===== src/rtl/seven_segment_pkg.sv =====
// +----------------------------------------------------------------------------+
// | Module   : seven_segment_pkg                                               |
// | Brief    : Shared glyph table, segment bit indices and reader state enum.  |
// | Revision : 1.0 - initial release                                           |
// +----------------------------------------------------------------------------+
`default_nettype none

package seven_segment_pkg;

   localparam int c_seg_a = 6;
   localparam int c_seg_b = 5;
   localparam int c_seg_c = 4;
   localparam int c_seg_d = 3;
   localparam int c_seg_e = 2;
   localparam int c_seg_f = 1;
   localparam int c_seg_g = 0;

   typedef enum logic [0:0] {
      ST_IDLE  = 1'b0,
      ST_ACCUM = 1'b1
   } reader_state_t;

   // Active-low segment pattern (bit 6 = a .. bit 0 = g) for each hex nibble.
   function automatic logic [6:0] glyph_n(input logic [3:0] nib);
      logic [6:0] code;
      case (nib)
         4'h0:    code = 7'b0000001;
         4'h1:    code = 7'b1001111;
         4'h2:    code = 7'b0010010;
         4'h3:    code = 7'b0000110;
         4'h4:    code = 7'b1001100;
         4'h5:    code = 7'b0100100;
         4'h6:    code = 7'b0100000;
         4'h7:    code = 7'b0001111;
         4'h8:    code = 7'b0000000;
         4'h9:    code = 7'b0000100;
         4'hA:    code = 7'b0001000;
         4'hB:    code = 7'b1100000;
         4'hC:    code = 7'b1110010;
         4'hD:    code = 7'b1000010;
         4'hE:    code = 7'b0110000;
         default: code = 7'b0111000;
      endcase
      return code;
   endfunction

endpackage

`default_nettype wire


===== src/rtl/seven_segment_glyph_decoder.sv =====
// +----------------------------------------------------------------------------+
// | Module   : seven_segment_glyph_decoder                                     |
// | Brief    : Maps an accumulated active-high segment set back to a nibble.   |
// | Revision : 1.0 - initial release                                           |
// +----------------------------------------------------------------------------+
`default_nettype none

module seven_segment_glyph_decoder
   import seven_segment_pkg::*;
(
   input  logic [6:0] i_lit,
   output logic       o_match,
   output logic       o_blank,
   output logic [3:0] o_nibble
);

   always_comb begin
      o_match  = 1'b0;
      o_nibble = 4'h0;
      for (int k = 0; k < 16; k++) begin
         if (i_lit == ~glyph_n(4'(k))) begin
            o_match  = 1'b1;
            o_nibble = 4'(k);
         end
      end
   end

   assign o_blank = (i_lit == 7'h00);

endmodule

`default_nettype wire


===== src/rtl/seven_segment_reader.sv =====
// +----------------------------------------------------------------------------+
// | Module   : seven_segment_reader                                            |
// | Brief    : Samples a multiplexed 7-segment bus and decodes each digit.     |
// |            SEVEN_SEGMENT_READER_CONFIRM_EN: require two matching windows.  |
// | Revision : 1.0 - initial release                                           |
// +----------------------------------------------------------------------------+
`default_nettype none

module seven_segment_reader
   import seven_segment_pkg::*;
#(
   parameter int NUM_DIGITS    = 4,
   parameter int SYNC_STAGES   = 2,
   parameter int MIN_ON_CYCLES = 64,
   parameter int CNT_W         = 16
) (
   input  logic                    CLK,
   input  logic                    reset,
   input  logic [NUM_DIGITS-1:0]   anode,
   input  logic [6:0]              segment_n,
   output logic [4*NUM_DIGITS-1:0] digits,
   output logic [NUM_DIGITS-1:0]   digit_valid,
   output logic                    update,
   output logic                    glyph_error,
   output logic                    overlap_error
);

   localparam int               c_idx_w  = (NUM_DIGITS > 1) ? $clog2(NUM_DIGITS) : 1;
   localparam logic [CNT_W-1:0] c_min_on = CNT_W'(MIN_ON_CYCLES);

   logic [NUM_DIGITS-1:0] r_anode_sync [SYNC_STAGES];
   logic [6:0]            r_seg_sync   [SYNC_STAGES];

   always_ff @(posedge CLK or posedge reset) begin
      if (reset) begin
         for (int s = 0; s < SYNC_STAGES; s++) begin
            r_anode_sync[s] <= '0;
            r_seg_sync[s]   <= '1;
         end
      end else begin
         r_anode_sync[0] <= anode;
         r_seg_sync[0]   <= segment_n;
         for (int s = 1; s < SYNC_STAGES; s++) begin
            r_anode_sync[s] <= r_anode_sync[s-1];
            r_seg_sync[s]   <= r_seg_sync[s-1];
         end
      end
   end

   logic [NUM_DIGITS-1:0] w_anode;
   logic [6:0]            w_lit_now;
   logic [1:0]            w_hot_cnt;
   logic [c_idx_w-1:0]    w_idx;
   logic                  w_one;
   logic                  w_none;
   logic                  w_multi;

   assign w_anode   = r_anode_sync[SYNC_STAGES-1];
   assign w_lit_now = ~r_seg_sync[SYNC_STAGES-1];

   // Hot count saturates at 2; only "none / one / several" matters.
   always_comb begin
      w_hot_cnt = 2'd0;
      w_idx     = '0;
      for (int d = 0; d < NUM_DIGITS; d++) begin
         if (w_anode[d]) begin
            w_idx = c_idx_w'(d);
            if (w_hot_cnt != 2'd2) w_hot_cnt = w_hot_cnt + 2'd1;
         end
      end
   end

   assign w_none  = (w_hot_cnt == 2'd0);
   assign w_one   = (w_hot_cnt == 2'd1);
   assign w_multi = (w_hot_cnt == 2'd2);

   reader_state_t      r_state, w_state_nxt;
   logic [c_idx_w-1:0] r_idx, w_idx_nxt;
   logic [6:0]         r_lit, w_lit_nxt;
   logic [CNT_W-1:0]   r_cnt, w_cnt_nxt;
   logic               w_commit;

   always_comb begin
      w_state_nxt = r_state;
      w_idx_nxt   = r_idx;
      w_lit_nxt   = r_lit;
      w_cnt_nxt   = r_cnt;
      w_commit    = 1'b0;
      case (r_state)
         ST_IDLE: begin
            if (w_one) begin
               w_state_nxt = ST_ACCUM;
               w_idx_nxt   = w_idx;
               w_lit_nxt   = w_lit_now;
               w_cnt_nxt   = CNT_W'(1);
            end
         end
         ST_ACCUM: begin
            if (w_one && (w_idx == r_idx)) begin
               w_lit_nxt = r_lit | w_lit_now;
               w_cnt_nxt = (r_cnt == '1) ? r_cnt : r_cnt + CNT_W'(1);
            end else if (w_one) begin
               // Direct switch: close the old window and open the new one this cycle.
               w_commit  = 1'b1;
               w_idx_nxt = w_idx;
               w_lit_nxt = w_lit_now;
               w_cnt_nxt = CNT_W'(1);
            end else begin
               w_commit    = w_none;
               w_state_nxt = ST_IDLE;
               w_lit_nxt   = 7'h00;
               w_cnt_nxt   = '0;
            end
         end
         default: w_state_nxt = ST_IDLE;
      endcase
   end

   always_ff @(posedge CLK or posedge reset) begin
      if (reset) begin
         r_state <= ST_IDLE;
         r_idx   <= '0;
         r_lit   <= 7'h00;
         r_cnt   <= '0;
      end else begin
         r_state <= w_state_nxt;
         r_idx   <= w_idx_nxt;
         r_lit   <= w_lit_nxt;
         r_cnt   <= w_cnt_nxt;
      end
   end

   logic       w_dec_match;
   logic       w_dec_blank;
   logic [3:0] w_dec_nibble;

   seven_segment_glyph_decoder u_decoder (
      .i_lit    (r_lit),
      .o_match  (w_dec_match),
      .o_blank  (w_dec_blank),
      .o_nibble (w_dec_nibble)
   );

   logic [4*NUM_DIGITS-1:0] r_digits, w_digits_nxt;
   logic [NUM_DIGITS-1:0]   r_valid, w_valid_nxt;
   logic                    r_update, r_glyph_err, r_overlap, r_multi_prev;
   logic                    w_commit_ok;
   logic                    w_apply;

`ifdef SEVEN_SEGMENT_READER_CONFIRM_EN
   logic [NUM_DIGITS-1:0]      r_pend_vld;
   logic [NUM_DIGITS-1:0][5:0] r_pend_res;
   logic [5:0]                 w_res;

   // Result class: 0 = glyph, 1 = blank, 2 = illegal pattern.
   assign w_res = {(w_dec_match ? 2'd0 : (w_dec_blank ? 2'd1 : 2'd2)), w_dec_nibble};

   always_ff @(posedge CLK or posedge reset) begin
      if (reset) begin
         r_pend_vld <= '0;
         r_pend_res <= '0;
      end else if (w_commit_ok) begin
         r_pend_vld[r_idx] <= 1'b1;
         r_pend_res[r_idx] <= w_res;
      end
   end
`endif

   always_comb begin
      w_digits_nxt = r_digits;
      w_valid_nxt  = r_valid;
      w_commit_ok  = w_commit && (r_cnt >= c_min_on);
`ifdef SEVEN_SEGMENT_READER_CONFIRM_EN
      w_apply      = w_commit_ok && r_pend_vld[r_idx] && (r_pend_res[r_idx] == w_res);
`else
      w_apply      = w_commit_ok;
`endif
      if (w_apply) begin
         if (w_dec_match) w_digits_nxt[{r_idx, 2'b00} +: 4] = w_dec_nibble;
         w_valid_nxt[r_idx] = w_dec_match;
      end
   end

   always_ff @(posedge CLK or posedge reset) begin
      if (reset) begin
         r_digits     <= '0;
         r_valid      <= '0;
         r_update     <= 1'b0;
         r_glyph_err  <= 1'b0;
         r_overlap    <= 1'b0;
         r_multi_prev <= 1'b0;
      end else begin
         r_digits     <= w_digits_nxt;
         r_valid      <= w_valid_nxt;
         r_update     <= (w_digits_nxt != r_digits) || (w_valid_nxt != r_valid);
         r_glyph_err  <= w_commit_ok && !w_dec_match && !w_dec_blank;
         r_overlap    <= w_multi && !r_multi_prev;
         r_multi_prev <= w_multi;
      end
   end

   assign digits        = r_digits;
   assign digit_valid   = r_valid;
   assign update        = r_update;
   assign glyph_error   = r_glyph_err;
   assign overlap_error = r_overlap;

endmodule

`default_nettype wire


===== config.mk =====
export PLATFORM = sky130hd
export DESIGN_NAME = seven_segment_reader
export DESIGN_NICKNAME = d
export VERILOG_FILES = /design/src/rtl/seven_segment_pkg.sv /design/src/rtl/seven_segment_glyph_decoder.sv /design/src/rtl/seven_segment_reader.sv
export SDC_FILE = /design/constraint.sdc
export NUM_CORES = 1
export LEC_CHECK = 0
export ABC_AREA = 0
export BUFFER_PORTS_ARGS = -buffer_cell sky130_fd_sc_hd__buf_2
export CORE_UTILIZATION = 59
export CTS_CLUSTER_SIZE = 30
export DETAILED_ROUTE_END_ITERATION = 7
export GPL_ROUTABILITY_DRIVEN = 0
export PLACE_DENSITY_LB_ADDON = 0.05
export SLEW_MARGIN = 20
export SYNTH_ARGS = -nofsm -noshare
export SYNTH_HDL_FRONTEND = slang
export SYNTH_SLANG_ARGS = --single-unit

===== constraint.sdc =====
create_clock -name CLK -period 3.3 [get_ports CLK]
set_input_delay 0 -clock CLK [delete_from_list [all_inputs] [get_ports CLK]]
set_output_delay 0 -clock CLK [all_outputs]
set_load 0.01 [all_outputs]

### After elaboration in Yosys (flattened, before gate mapping)

Cells that the tools add are included.

* bits in registers: 72
* bits in latches: 0
* bits in writable memories: 0
* memory bits (read-only): 0
* logic and storage cells: 134
* memories kept: 0

* add/sub/neg operators: 5
* multiply operators: 0
* divide/modulo/power cells: 0
* $lt $le $gt $ge: 3
* eq/ne operators: 28
* shifts and indexed selects: 2
* mux-type cells: 66
* bitwise gates (word level): 3
* reductions and logical operators: 13

Operator list (count)
* $mux W16: 5
* $eq A7 B7 Y1 const B: 11
* $mux W4: 15
* $pmux W16 S2: 1
* $mux W1: 26
* $eq A7 B6 Y1 const B: 3
* $mux W7: 3
* $mux W2: 10
* $add A16 B1 Y16 const B: 1
* $bwmux W16: 1
* $eq A16 B16 Y1 const B: 1
* $ge A16 B7 Y1 const B: 1
* $ne A16 B16 Y1: 1
* $shift A4 B6 Y16 const A: 1
* $shiftx A4 B6 Y16: 1
* $pmux W7 S2: 1
* $ne A2 B2 Y1 const B: 5
* $eq A7 B4 Y1 const B: 1
* $eq A7 B5 Y1 const B: 1
* $logic_not A7 Y1: 1
* $not A7 Y7: 1
* $or A7 B7 Y7: 1
* $add A2 B1 Y2 const B: 3
* $logic_and A1 B1 Y1: 6
* 17 further kinds: 19

### Depth between registers and ports, before layout

Gate-level depths: netlist (run 1).

* depth after elaboration: 22
* gate-level depth with buffers: 13
* mapped depth without buffers: 13

### Hierarchy

A second synthesis (run 1) with hierarchy kept.

* cell total of the unflattened synthesis: 422
* area total of the unflattened synthesis: 4037.6 µm²

Modules (own cells, without submodules)
* seven_segment_reader: instances 1, cells an instance 362, area each 3637.2 µm², seq. area each 1819.2 µm²
* seven_segment_glyph_decoder: instances 1, cells an instance 60, area each 400.4 µm², seq. area each 0.0 µm²

### Least setup slack after synthesis (run 1)

OpenSTA, ideal clock, no wires.

* kind: register to register
* start: register r_anode_sync, in the netlist w_anode[1]
* end: register r_update, in the netlist update
* data arrival time: 2.660 ns
* slack: 0.502 ns
* stages on the path, launching flop included: 14
* path through: dfrtp_1 -> inv_1 -> ha_1 -> and2_1 -> or2_2 -> ha_1 -> nand2_1 -> o31a_1 -> nand3_1 -> a21oi_1 -> clkbuf_1 -> nand3_1 -> o221ai_1 -> or4_1

* longest elaborated chain between the ends: 15

RTL lines
* start: declaration: RTL line seven_segment_reader.sv:31 `logic [NUM_DIGITS-1:0] r_anode_sync [SYNC_STAGES];`
* start signal: indexed assignment: RTL line seven_segment_reader.sv:44 `r_anode_sync[s] <= r_anode_sync[s-1];`
* $mux W2: RTL line seven_segment_reader.sv:66 `if (w_anode[d]) begin`
* $add A2 B1 Y2 / $ne A2 B2 Y1 (equally long branches): RTL line seven_segment_reader.sv:68 `if (w_hot_cnt != 2'd2) w_hot_cnt = w_hot_cnt + 2'd1;`
* $mux W2: RTL line seven_segment_reader.sv:68
* $mux W2: RTL line seven_segment_reader.sv:66
* $add A2 B1 Y2 / $ne A2 B2 Y1 (equally long branches): RTL line seven_segment_reader.sv:68
* $mux W2: RTL line seven_segment_reader.sv:68
* $mux W2: RTL line seven_segment_reader.sv:66
* $eq A2 B1 Y1 / $logic_not A2 Y1 (equally long branches): RTL line seven_segment_reader.sv:74, seven_segment_reader.sv:73
* $mux W1 / $logic_and A1 B1 Y1 (equally long branches): RTL line seven_segment_reader.sv:102, seven_segment_reader.sv:99
* $mux W1 *: RTL line seven_segment_reader.sv:99 `if (w_one && (w_idx == r_idx)) begin`
* $mux W1 *: RTL line seven_segment_reader.sv:89 `case (r_state)`
* $logic_and A1 B1 Y1 *: RTL line seven_segment_reader.sv:172 `w_commit_ok = w_commit && (r_cnt >= c_min_on);`
* $mux W16 / $mux W4 (equally long branches): RTL line seven_segment_reader.sv:178 `if (w_apply) begin`
* $ne A16 B16 Y1 / $ne A4 B4 Y1 (equally long branches): RTL line seven_segment_reader.sv:195 `r_update <= (w_digits_nxt != r_digits) || (w_valid_nxt != r_valid);`
* $logic_or A1 B1 Y1 *: RTL line seven_segment_reader.sv:195
* end signal: assignment: RTL line seven_segment_reader.sv:195
* end: declaration: RTL line seven_segment_reader.sv:146 `logic r_update, r_glyph_err, r_overlap, r_multi_prev;`

Mark *: on every way between the ends. The rest lies on a longest branch, timed or not.
A chain may end at the register's enable or synchronous reset.

### Worst setup path in the final report (run 1)

* start: register r_lit[6]
* end: register r_update, in the netlist update

* longest elaborated chain between the ends: 22

RTL lines
* start: declaration: RTL line seven_segment_reader.sv:79 `logic [6:0] r_lit, w_lit_nxt;`
* start signal: assignment: RTL line seven_segment_reader.sv:128 `r_lit <= w_lit_nxt;`
* $eq A7 B6 Y1: RTL line seven_segment_glyph_decoder.sv:21 `if (i_lit == ~glyph_n(4'(k))) begin`
* $mux W1: RTL line seven_segment_glyph_decoder.sv:21
* $mux W4 (14 in series): RTL line seven_segment_glyph_decoder.sv:21
* $shiftx A4 B6 Y16: RTL line seven_segment_reader.sv:179 `if (w_dec_match) w_digits_nxt[{r_idx, 2'b00} +: 4] = w_dec_nibble;`
* $bwmux W16: RTL line seven_segment_reader.sv:179
* $mux W16: RTL line seven_segment_reader.sv:179
* $mux W16: RTL line seven_segment_reader.sv:178
* $ne A16 B16 Y1: RTL line seven_segment_reader.sv:195
* $logic_or A1 B1 Y1 *: RTL line seven_segment_reader.sv:195

Marked as above.

==> metrics.txt, run 1 <==
sw frac 32.5%; final slew viol count 0; Yosys warnings 0; number of synthesized register bits 72; Initial DRC Count 260; Pleak 1.89 nW; Final WS setup 0.204 ns; synthesis-to-layout area growth 15.4%; clk buf depth 2; # H-tree levels 3; crit start category flop; Final Hold Vio Count 0; met3 Use GR 4.78%; CTS tree done; RR Startpoint r_lit[6]; max_cap viols 0; RSZ-0062 raised after global routing no; clk_skew 0.00936 ns; drt drc 0; Final Power 0.00218 W; Worst slew margin 30.8%; FF-to-FF End update; Seq pwr share 47.6%; Die Y 81.6 microns; CP max FO 14; WL final 8.41 mm; clk_lat worst skew 0.36 ns; Achievable Freq 323 MHz; Post-synth top cells nand2_1, dfrtp_1, o21ai_0, nor2_1, a21oi_1; core area 6030 sq um; Num CTS Buffers 9; first-pass GRT wire length 13.8 mm; share of layout cells above drive strength 1 19.6%; crit path kind reg2reg; top cells by area, synth dfrtp_1, dfstp_2, nand2_1, o21ai_0, ha_1; Fin Setup TNS 0 ns; Num Clock Sinks 72; GRT busiest layer met2; Combinational Power Share 19.4%; Worst Setup End Kind flop; Synth top area share 38.8%; Post-DRT Antenna Nets 0; # IOs 36; VDD IR max 0.333 mV; initial core utilization 62.1%; Worst-path clk slew 0.08 ns; grt met1 use 39.3%; drt first pass iters 5; Die ar. 6660 sq um; Worst R2R Setup Slack 0.20 ns; GRT Overall Usage 27.8%; Async SR Flop Fraction 100%; Antenna Cells 0; pre-CTS WS 0.178 ns; Internal 0.00147 W; biggest area consumer among synthesized cells dfrtp_1; Die W 81.6 microns; Post-synth EDFFs 0; Clk network pwr share 32.9%; Worst-Margin Slew 1.03 ns; Cell Area, Synth 3740 sq um; ys flop type dfrtp_1; Final Cycle Share 93.8%; Synth cell types 59; number of port buffers 35; WP data required 3.52 ns; top-count cell post-synth nand2_1; Worst Path Arrival 3.32 ns; Vias/cell 6.12; met2 usage 42.8%; Synth Instances 397; Clk Tree Root Cell clkbuf_8; Final setup viols 0; Post-CTS Setup Bufs 0; fin crit period 3.10 ns; drt wl/cell 16.0 microns; Hold Path Class in2async; vias in the first global route 2,778; register area share after synthesis 48.6%; largest net degree at the start of global routing 27; grt ovf 0; dpl hpwl 5.67 mm; Sw Pwr 0.000709 W; pwr dens 506 nW/um^2; syn_nets 421; initial antenna violation count 0; Syn Area/Cell 9.42 sq um; vias 3,214; Nets 469; outcome complete, no violations; reg2reg path depth 8; row cnt 28
[repair_timing]
| action | in CTS | in global routing |
|---|---|---|
| hold buffers | 12 | 0 |
| endpoints found under the setup margin | 0 | 1 |
| gates resized for setup | 0 | 1 |
| hold endpoints to repair | 24 | 0 |
[cell usage in the layout, fill, tap and decap left out, types with 3 or more instances in the layout]
| cell type | synthesis | routed |
|---|---|---|
| buf_2 | 6 | 35 |
| a21oi_1 | 19 | 19 |
| nor2b_1 | 3 | 3 |
| o211ai_1 | 3 | 3 |
| o31ai_1 | 9 | 9 |
| nand3_1 | 15 | 15 |
| or3_1 | 8 | 8 |
| o21a_1 | 3 | 3 |
| xor2_1 | 5 | 5 |
| nand4_1 | 4 | 4 |
| or4_1 | 4 | 4 |
| nor3_1 | 13 | 12 |
| o21ai_0 | 30 | 30 |
| clkbuf_8 | 0 | 10 |
| or2_2 | 4 | 4 |
| nand2_1 | 61 | 61 |
| ha_1 | 11 | 11 |
| a31oi_1 | 4 | 4 |
| dfrtp_1 | 58 | 58 |
| buf_4 | 0 | 8 |
| dfstp_2 | 14 | 14 |
| xnor2_1 | 5 | 5 |
| nor4_1 | 6 | 6 |
| mux2i_1 | 4 | 4 |
| dlygate4sd3_1 | 0 | 12 |
| inv_1 | 16 | 15 |
| and2_1 | 5 | 5 |
| nor2_1 | 26 | 26 |
| o22ai_1 | 5 | 5 |
| o32ai_1 | 3 | 3 |
| and3_1 | 3 | 3 |
[worst max-delay path by stage]
| stage | from | to | slack [ns] | cells after the start |
|---|---|---|---|---|
| after floorplan | w_anode[1] | update | 0.50 | 13 |
| after global placement | r_lit[5] | update | 0.29 | 8 |
| after detailed placement | r_lit[5] | update | 0.18 | 8 |
| after CTS | r_lit[5] | update | 0.09 | 8 |
| after global routing | w_anode[1] | r_lit[6] | 0.003 | 9 |
| final | r_lit[6] | update | 0.20 | 8 |
[stage by stage]
stage	util [%]	instances	cell area (sq um)	hold WS (ns)
finish	71.6	525	4320	0.226
global route	71.6	525	4320	0.284
CTS	71.6	525	4310	0.231
detailed placement	66.2	497	3990	0.0678
global placement	66.2	497	3990	0.0551
floorplan	-	397	3740	0.00448
[logic make-up after synthesis]
group / after synthesis / synth area share [%]
flops: 72 / 48.6
fa+ha+maj: 11 / 3.68
mux: 6 / 1.77
xor+xnor: 10 / 2.34
simple gates: 166 / 22.4
compound gates: 98 / 17.3
buf+inv: 34 / 3.81
[cell type report]
type / instances / area, sq um
repair buffers: 55 / 355
fillers: 476 / 1710
multi-input cells: 291 / 1780
inverters: 16 / 60.1
well taps: 75 / 93.8
clock inverters: 6 / 67.6
flip-flops and latches: 72 / 1820
clock buffers: 10 / 138
[worst max-delay path: stages (launching register included)]
cell       delay, ns
dfrtp_1         0.59
nand4bb_1       0.21
o32ai_1         0.11
a31o_2          0.27
nor3b_4         0.43
mux2_4          0.36
a2111oi_4       0.35
a31oi_1         0.15
or4_1           0.50
[metal layers]
layer  vias up  wire length [microns]
li1       1528                      -
met1      1528                   3790
met2       129                   3930
met3        29                    493
met4         0                    202
met5         -                      0
[flip-flops by register name, summed over array words and instances, names as in the netlist, 2 cells and up]
name,count
r_seg_sync,14
r_cnt,16
r_anode_sync,4
w_anode,4
digit_valid,4
r_lit,7
digits,16
r_idx,2
[power by group through the flow]
| stage | clock network [W] | logic [W] | registers (W) |
|---|---|---|---|
| global placement | 0 | 0.000402 | 0.00105 |
| floorplan | 0 | 0.000370 | 0.000991 |
| finish | 0.000719 | 0.000424 | 0.00104 |
| CTS | 0.000725 | 0.000420 | 0.00104 |
| detailed placement | 0 | 0.000407 | 0.00105 |
| global route | 0.000770 | 0.000475 | 0.00105 |
(Power assumes the default switching activity.)
==> run 2, diff against run 1 <==
==> constraint.sdc (replaced) <==
create_clock -name CLK -period 3.1 [get_ports CLK]
set_input_delay 0 -clock CLK [delete_from_list [all_inputs] [get_ports CLK]]
set_output_delay 0 -clock CLK [all_outputs]
set_load 0.01 [all_outputs]
==> metrics.txt, run 2 (same netlist as run 1, synthesis figures left out) <==
outcome complete, no violations; Hold Path Class in2reg; vias in the first global route 2,918; Achievable Freq 338 MHz; Final Hold Vio Count 0; Die ar. 6660 sq um; Worst Setup End Kind flop; Seq pwr share 46.2%; grt ovf 0; core area 6030 sq um; fin crit period 2.96 ns; Num CTS Buffers 9; synthesis-to-layout area growth 18.5%; Combinational Power Share 21.5%; vias 3,235; Antenna Cells 0; clk_lat worst skew 0.36 ns; Initial DRC Count 283; Worst-path clk slew 0.08 ns; number of port buffers 35; initial core utilization 62.1%; Worst slew margin 40.9%; Clk network pwr share 32.3%; share of layout cells above drive strength 1 23.5%; Die Y 81.6 microns; max_cap viols 0; sw frac 33.3%; Final Cycle Share 95.4%; Die W 81.6 microns; initial antenna violation count 0; critical-path cell list inv_1 > ha_1 > and2_1 > or2_2 > ha_1 > nand2_1 > o31a_1 > a21oi_1 > or3_1 > or3_1 > a21oi_1; Worst Path Arrival 3.23 ns; pwr dens 535 nW/um^2; # H-tree levels 3; Nets 482; Sw Pwr 0.000790 W; Post-DRT Antenna Nets 0; Worst-Margin Slew 0.887 ns; WL final 8.63 mm; VDD IR max 0.377 mV; Internal 0.00158 W; pre-CTS WS -0.0923 ns; crit path kind reg2reg; leading cell type in the layout, fill and taps excluded nand2_1; # fillers 449; first-pass GRT wire length 14.1 mm; Vias/cell 6.01; multi-input logic area 1800 sq um; final slew viol count 0; Clk Tree Root Cell clkbuf_8; row cnt 28; Final WS setup 0.144 ns; Slowest cell on crit path or3_1; delay of the slowest critical-path stage 0.54 ns; CTS tree done; drt first pass iters 5; CP max FO 9; GRT Overall Usage 28.5%; drt wl/cell 16.0 microns; dpl hpwl 5.72 mm; # IOs 36; placed instance count 506; Pleak 1.96 nW; Final setup viols 0; WP data required 3.38 ns; drt drc 0; largest net degree at the start of global routing 73; clk buf depth 2; storage element area 1820 sq um; Non-Filler Instances 538; clk_skew 0.00951 ns; Num Clock Sinks 72; most frequent cells in the layout nand2_1, dfrtp_1, buf_2; crit start category flop
-- run 2: critical path: cells and delay by family, from the launching register on --
family | cells | cell delay, ns
simple gates | 5 | 1.40
compound gates | 3 | 0.57
fa+ha+maj | 2 | 0.44
flops | 1 | 0.38
buf+inv | 1 | 0.08
-- run 2: area by class of cell --
cell class / count / share of cell area [%]
flip-flops and latches: 72 / 41.1
multi-input cells: 291 / 40.6
repair buffers: 68 / 10.2
clock buffers: 9 / 2.80
well taps: 75 / 2.12
clock inverters: 7 / 1.75
inverters: 16 / 1.36
-- run 2: path summary, 6_finish.rpt --
check	from	end	slack (ns)	cells after the start
max reg2reg	w_anode[1]	r_cnt[9]	0.14	11
max in group asynchronous	reset	r_lit[3]	2.05	4
max	w_anode[1]	r_cnt[9]	0.14	11
min in group asynchronous	reset	r_cnt[12]	0.44	4
min	anode[0]	r_anode_sync[4]	0.28	2
min reg2reg	r_anode_sync[6]	w_anode[2]	0.35	0
-- run 2: repair_timing --
| item | CTS | global route |
|---|---|---|
| hold buffers | 12 | 0 |
| resized for setup | 1 | 10 |
| buffers inserted | 0 | 4 |
| endpoints found under the hold margin | 69 | 0 |
| endpoints found under the setup margin | 1 | 23 |
-- run 2: stage by stage --
step           hold WS, ns  area, sq um  power, W  TNS (ns)  utilization (%)
2_1_floorplan      0.00448         3740   0.00145         0                -
3_3_place_gp         0.105         4050   0.00157         0             67.3
3_5_place_dp         0.106         4050   0.00159   -0.0923             67.3
4_1_cts              0.268         4380   0.00236         0             72.7
5_1_grt              0.267         4430   0.00249   -0.0214             73.5
6_report             0.276         4430   0.00237         0             73.5
-- run 2: power by group through the flow --
stage               clock network (W)  registers [W]  logic, W
finish                       0.000766        0.00110  0.000510
global route                 0.000815        0.00111  0.000565
CTS                          0.000774        0.00109  0.000497
detailed placement                  0        0.00111  0.000479
global placement                    0        0.00110  0.000466
floorplan                           0        0.00106  0.000394
-- run 2: metal layers --
layer,track usage (%),part of all wire [%],up-vias
li1,-,-,1547
met3,6.22,4.5,20
met1,38.8,46,1571
met2,44.8,48,97
met4,10.4,1.7,0
met5,0,0,-
==> run 3, diff against run 2 <==
--- a/config.mk
+++ b/config.mk
@@ -7,6 +7,7 @@
 export LEC_CHECK = 0
 export ABC_AREA = 0
 export BUFFER_PORTS_ARGS = -buffer_cell sky130_fd_sc_hd__buf_2
+export CORE_MARGIN = 2
 export CORE_UTILIZATION = 59
 export CTS_CLUSTER_SIZE = 30
 export DETAILED_ROUTE_END_ITERATION = 7
==> metrics.txt, run 3 (same netlist as run 1, synthesis figures left out) <==
Pleak 1.96 nW; first-pass GRT wire length 14.6 mm; Worst-Margin Slew 0.882 ns; Final Hold Vio Count 0; Worst R2R Setup Slack 0.16 ns; clk_skew 0.00965 ns; RSZ-0062 raised after global routing yes; WP data required 3.37 ns; Vias/cell 6.00; Worst slew margin 41.2%; dpl hpwl 5.78 mm; drt first pass iters 7; crit path kind reg2reg; multi-input logic area 1810 sq um; initial antenna violation count 0; crit start category flop; final slew viol count 0; outcome complete, no violations; Num Clock Sinks 72; CTS tree done; clk buf depth 2; Post-CTS Setup Bufs 0; design area 4460 sq um; Die ar. 6990 sq um; vias in the first global route 3,034; Worst-path clk slew 0.07 ns; Num CTS Buffers 9; drt drc 0; GRT Overall Usage 25.9%; Worst Setup End Kind flop; Nets 482; vias 3,238; Clk Tree Root Cell clkbuf_8; WL final 8.61 mm; drt wl/cell 15.9 microns; grt ovf 0; Hold Path Class in2reg; VDD IR max 0.376 mV; dpl cell area 4090 sq um; Achievable Freq 341 MHz; fin crit period 2.94 ns; Die Y 83.6 microns; Worst Path Arrival 3.21 ns; largest net degree at the start of global routing 73; share of layout cells above drive strength 1 23.5%; number of port buffers 35; clk_lat worst skew 0.35 ns; initial core utilization 59.9%; most frequent cells in the layout nand2_1, dfrtp_1, buf_2; Antenna Cells 0; # fillers 499; CP max FO 7; Post-DRT Antenna Nets 0; # H-tree levels 3; # IOs 36; Final Power 0.00242 W; Final setup viols 0; leading cell type in the layout, fill and taps excluded nand2_1; Initial DRC Count 287; synthesis-to-layout area growth 19.3%; pwr dens 544 nW/um^2; storage element area 1820 sq um; Final Cycle Share 94.7%; core area 6240 sq um; max_cap viols 0; row cnt 29; Die W 83.6 microns
==> run 3: cell types whose count changed in the layout (fill, tap and decap cells not counted), sizes merged <==
cell,delta
inv,-3
bufinv,+1
clkinvlp,+2
==> run 3: through the flow <==
| step | worst slack (ns) | setup TNS (ns) | std cells | hold slack, ns | util, % |
|---|---|---|---|---|---|
| after floorplan | 0.302 | 0 | 397 | 0.00448 | - |
| after global placement | 0.180 | 0 | 512 | 0.106 | 65.5 |
| after detailed placement | 0.116 | 0 | 512 | 0.106 | 65.5 |
| after CTS | 0.0875 | 0 | 540 | 0.275 | 70.9 |
| after global routing | -0.0455 | -0.154 | 540 | 0.279 | 71.5 |
| final | 0.164 | 0 | 540 | 0.303 | 71.5 |
==> run 3: worst max-delay path, cell delays in order, from the launching register on <==
cell	delay (ns)
dfrtp_1	0.39
inv_1	0.10
ha_1	0.19
and2_1	0.17
or2_2	0.28
ha_1	0.27
nand2_1	0.07
o31a_1	0.22
a21oi_1	0.20
o21ba_2	0.35
nand2_1	0.16
or3_1	0.34
a21oi_1	0.14
==> run 3: repair_timing <==
action	4_1_cts	5_1_grt
endpoints found under the setup margin	0	27
gates resized for setup	0	8
hold buffers	12	0
endpoints found under the hold margin	69	0
==> run 3: per-layer routing <==
layer	share of wire (%)	GRT usage, %
met4	1.4	7.33
met5	0	0
met3	5.2	5.34
met2	48	40.5
met1	46	36.8
==> run 3: final cells by class <==
cell class	count	share of cell area (%)
clock inverter	7	2.16
multi-input combinational	291	40.6
clock buffer	9	2.78
sequential	72	40.8
tap	77	2.16
timing repair buffer	68	10.2
inverter	16	1.35
==> run 3: final timing paths <==
check                                from  cells after the start              end
setup / recovery               w_anode[1]                     12         r_cnt[8]
hold / removal                   anode[0]                      2  r_anode_sync[4]
setup reg to reg               w_anode[1]                     12         r_cnt[8]
hold reg to reg            r_seg_sync[10]                      0    r_seg_sync[3]
max in group asynchronous           reset                      4         r_idx[1]
min in group asynchronous           reset                      4         r_cnt[6]
==> run 3: power breakdown <==
group / total, W / leakage [nW] / internal, W / switching, W
sequential: 0.00108 / 0.920 / 0.00100 / 0.0000741
clock: 0.000814 / 0.101 / 0.000452 / 0.000362
combinational: 0.000536 / 0.937 / 0.000208 / 0.000327
